===== config.mk =====
export PLATFORM = sky130hd
export DESIGN_NAME = bus_mux_arbiter
export DESIGN_NICKNAME = d
export VERILOG_FILES = /design/src/rtl/bus_mux_arbiter.sv
export SDC_FILE = /design/constraint.sdc
export NUM_CORES = 1
export LEC_CHECK = 0
export CORE_MARGIN = 4
export CORE_UTILIZATION = 57
export DETAILED_ROUTE_END_ITERATION = 10
export PLACE_DENSITY = 0.82
export SKIP_LAST_GASP = 1
export SLEW_MARGIN = 20
export SYNTH_ARGS = -nofsm -noshare
export SYNTH_HDL_FRONTEND = slang
export SYNTH_SLANG_ARGS = --single-unit

===== constraint.sdc =====
create_clock -name clk -period 2.7 [get_ports clk]
set_clock_uncertainty 0.05 [all_clocks]
set_input_delay 0.54 -clock clk [delete_from_list [all_inputs] [get_ports clk]]
set_output_delay 0.54 -clock clk [all_outputs]
set_load 0.01 [all_outputs]

===== src/rtl/bus_mux_arbiter.sv =====
// Round-robin owner arbiter for the three-source tri-state bus mux.
// Inserts one dead turnaround cycle between owners and bounds contended hold time.
//
// state | meaning
// IDLE  | no owner, arbitrate on any request
// GRANT | one owner (index in last) drives the bus
// TURN  | one dead cycle between owners, then arbitrate like IDLE
module bus_mux_arbiter #(
    parameter int MAX_HOLD = 8
) (
    input  logic       clk,
    input  logic       rst_n,
    input  logic [2:0] req,
    output logic [2:0] grant,
    output logic [1:0] sel,
    output logic       busy,
    output logic       preempt
);

    localparam logic [1:0] IDLE  = 2'd0;
    localparam logic [1:0] GRANT = 2'd1;
    localparam logic [1:0] TURN  = 2'd2;

    localparam logic [7:0] CNT_MAX = 8'(MAX_HOLD - 1);

    logic [1:0] state;
    logic [1:0] last;
    logic [7:0] cnt;
    logic [1:0] cand_1;
    logic [1:0] cand_2;
    logic [1:0] cand_3;
    logic [1:0] winner;
    logic [2:0] others;

    function automatic logic [1:0] next_idx(input logic [1:0] x);
        return (x == 2'd2) ? 2'd0 : x + 2'd1;
    endfunction

    // Search starts just after the most recent owner, so it is always checked last.
    always_comb begin
        cand_1 = next_idx(last);
        cand_2 = next_idx(cand_1);
        cand_3 = next_idx(cand_2);
        winner = cand_3;
        if (req[cand_1]) begin
            winner = cand_1;
        end else if (req[cand_2]) begin
            winner = cand_2;
        end
        others = req & ~(3'b001 << last);
    end

    always_ff @(posedge clk) begin
        if (!rst_n) begin
            state   <= IDLE;
            last    <= 2'd2;
            cnt     <= 8'd0;
            grant   <= 3'b000;
            sel     <= 2'b11;
            busy    <= 1'b0;
            preempt <= 1'b0;
        end else begin
            preempt <= 1'b0;
            case (state)
                IDLE, TURN: begin
                    if (|req) begin
                        state <= GRANT;
                        last  <= winner;
                        cnt   <= 8'd0;
                        grant <= 3'b001 << winner;
                        sel   <= winner;
                        busy  <= 1'b1;
                    end else begin
                        state <= IDLE;
                        grant <= 3'b000;
                        sel   <= 2'b11;
                        busy  <= 1'b0;
                    end
                end
                GRANT: begin
                    if (!req[last]) begin
                        state <= TURN;
                        grant <= 3'b000;
                        sel   <= 2'b11;
                        busy  <= 1'b0;
                    end else if ((cnt == CNT_MAX) && (|others)) begin
                        state   <= TURN;
                        grant   <= 3'b000;
                        sel     <= 2'b11;
                        busy    <= 1'b0;
                        preempt <= 1'b1;
                    end else if (cnt != CNT_MAX) begin
                        cnt <= cnt + 8'd1;
                    end
                end
                default: begin
                    state <= IDLE;
                    grant <= 3'b000;
                    sel   <= 2'b11;
                    busy  <= 1'b0;
                end
            endcase
        end
    end

endmodule


==> impl_results.md <==
* Setup slack, reg-to-reg at 0.78 ns
* Syn-to-layout area delta at 14.7%
* # setup viols final at 0
* Initial antenna violation count at 0
* First-pass GRT wire length at 3550 um
* Met2 Track Usage GR at 0.274
* Die extent in x at 50.0 um
* Post-synth design cell area at 1000 um2
* Post-CTS Setup Inserts at 0
* Hold Path Class: flop to flop
* Die Ht at 50.0 um
* Max VDD drop at 0.512 mV
* Combinational share of power at 0.230
* Critical Path RT at 2.87 ns
* IO Pins at 12
* Top Usage Layer GRT: met2
* NetSw at 0.183 mW
* Vias at 911
* Final period util at 0.751
* Core Area at 1580 um2
* Clock latency on the worst-skew pair at 0.29 ns
* Status: completed
* Most frequent cells in the layout: dfxtp_1 (19), clkdlybuf4s50_1 (11), nand2_1 (7)
* CTS Sinks at 19
* Setup_tns at 0 ns
* Type of destination of the critical path: flop
* Post-synth EDFFs at 0
* Power per cell area at 525 nW/um2
* Tmin final at 2.03 ns
* Switching Share at 0.303
* RSZ-0062 raised after global routing: false
* WHS Path Cells at 2
* R2r startpoint: cnt[0]
* Setup CP Type: input pin to flop
* Maximum number of pins on one net before global-route repair at 12
* Reg2Reg Depth at 5
* Final Hold Vio Count at 0
* # rows at 14
* Worst slew margin at 0.649
* Drt pass-1 iters at 5
* DRT iter0 DRCs at 32
* Clock tree buffer depth at 2
* Max-slew violation count at 0
* # DRC at 0
* Hold wc startpoint: busy
* Syn_area_per_cell at 9.22 um2
* Wire per inst at 14.9 um
* Die area at 2500 um2
* Root buf cell: clkbuf_4
* # hold bufs at CTS at 0
* Highest clock rate at 493 MHz
* Post-Syn Instances at 109
* R2r endpoint: preempt
* Synth Register Bits at 19
* CTS H-Tree Depth at 1
* Post-CTS Resized at 0
* Crit path cell chain: clkdlybuf4s50_1 > nor3_2 > o21a_1 > o311ai_0 > o31ai_1
* GP Congestion at 0.804
* Part of the power in registers at 0.530
* Hpwl dp at 1580 um
* Async S/R FF share, synth at 0
* Vias in the first global route at 786
* Clock share of power at 0.240
* Clock transition at the registers of the reported paths at 0.11 ns
* Crit path DAT at 2.19 ns
* Antenna cells at 0
* Ratio of cells with drive above 1 in the final layout at 0.131
* Starting Density at 0.637
* Commonest non-fill, non-tap cell in the layout: dfxtp_1
* Internal power at 0.422 mW
* Multi-input logic area at 581 um2
* Grt met3 use at 0.0482
* Startpoint Class: input pin
* Leakage power at 0.419 nW
* Num CTS Buffers at 3
* Port-buffer cells at 11
* Synthesis Warnings at 0
* Crit Path Max Fanout at 7
* CP peak stage delay at 0.56 ns
* Mapped Nets at 115
* Number of nets in the layout at 129
* Main synth FF type: dfxtp_1
* Global Route Usage Sum at 0.183
* Antenna viol nets, final at 0
* Routed WL at 2050 um
* Yosys cell types at 42
* Sequential element share of the synthesized area at 0.379
* CTS tree: yes
* Crit-path slowest cell: clkdlybuf4s50_1
* Fillers at 120
* Placed inst area at 1120 um2
* Final Cell Area at 1150 um2
* Met1 GRT Util at 0.252
* Hold Path Sink: busy
* Max-cap violations at 0
* Global route overflow at 0
* Avg Vias per Cell at 6.60
* Slew of the pin with the lowest slew margin at 0.521 ns
* Register area at 380 um2
* Crit path from: req[1]
[layout make-up]
class | count | area share
inverters | 5 | 0.0163
repair buffers | 13 | 0.109
clock inverters | 1 | 0.00434
clock buffers | 3 | 0.0195
multi-input cells | 81 | 0.504
well taps | 16 | 0.0174
flip-flops and latches | 19 | 0.330
[power groups by stage]
stage / registers (mW) / clock network (mW) / logic [mW]
floorplan: 0.319 / 0 / 0.0952
global placement: 0.326 / 0 / 0.134
detailed placement: 0.327 / 0 / 0.139
CTS: 0.320 / 0.146 / 0.139
global route: 0.325 / 0.155 / 0.154
finish: 0.321 / 0.145 / 0.139
[through the flow]
step | utilization | worst slack [ns] | hold slack [ns] | cells | total power [mW]
6_report | 0.731 | 0.671 | 0.426 | 138 | 0.605
5_1_grt | 0.731 | 0.471 | 0.451 | 138 | 0.633
4_1_cts | 0.731 | 0.667 | 0.434 | 138 | 0.606
3_5_place_dp | 0.713 | 0.354 | 0.410 | 134 | 0.466
3_3_place_gp | 0.713 | 0.423 | 0.409 | 134 | 0.460
2_1_floorplan | - | 1.02 | 0.411 | 109 | 0.414
[state kept, by name, indices dropped and copies added (netlist names)]
| name | flops |
|---|---|
| grant | 3 |
| state | 2 |
| preempt | 1 |
| busy | 1 |
| cnt | 8 |
| sel | 2 |
| last | 2 |
[how the worst max path moves through the flow]
| stage | to | slack (ns) |
|---|---|---|
| after floorplan | preempt | 1.02 |
| after global placement | cnt[6] | 0.42 |
| after detailed placement | cnt[7] | 0.35 |
| after CTS | cnt[7] | 0.67 |
| after global routing | cnt[7] | 0.47 |
| final | cnt[7] | 0.67 |
[synth_stat cells, types with 3 or more instances]
cell type,number,area share
a21oi_1,4,0.020
and2_1,3,0.019
dfxtp_1,19,0.38
inv_1,5,0.019
mux2i_1,3,0.030
nand2_1,7,0.026
nand2b_1,4,0.025
nand3_1,4,0.020
nand4_1,4,0.025
nor2_1,6,0.022
o21ai_0,4,0.020
o31ai_1,6,0.045
o32ai_1,3,0.026
or4_1,3,0.022
[critical path: cells and delay by family]
family,cells,cell delay [ns]
compound gates,3,0.58
buf+inv,1,0.56
simple gates,1,0.51
[cells by family (layout without fill, tap and decap cells)]
| family | Yosys count | after routing | share of synthesized area |
|---|---|---|---|
| AOI/OAI and AO/OA | 26 | 26 | 0.189 |
| muxes | 4 | 4 | 0.0411 |
| buffers and inverters | 9 | 22 | 0.0436 |
| adders and majority gates | 1 | 1 | 0.0125 |
| and+or+nand+nor | 50 | 50 | 0.335 |
| DFF | 19 | 19 | 0.379 |
[layer usage]
metal	wire, um	part of all wire
met2	961	0.47
met5	0	0
met4	21	0.010
met3	173	0.084
met1	897	0.44
Power figures use the tool's default switching activity.
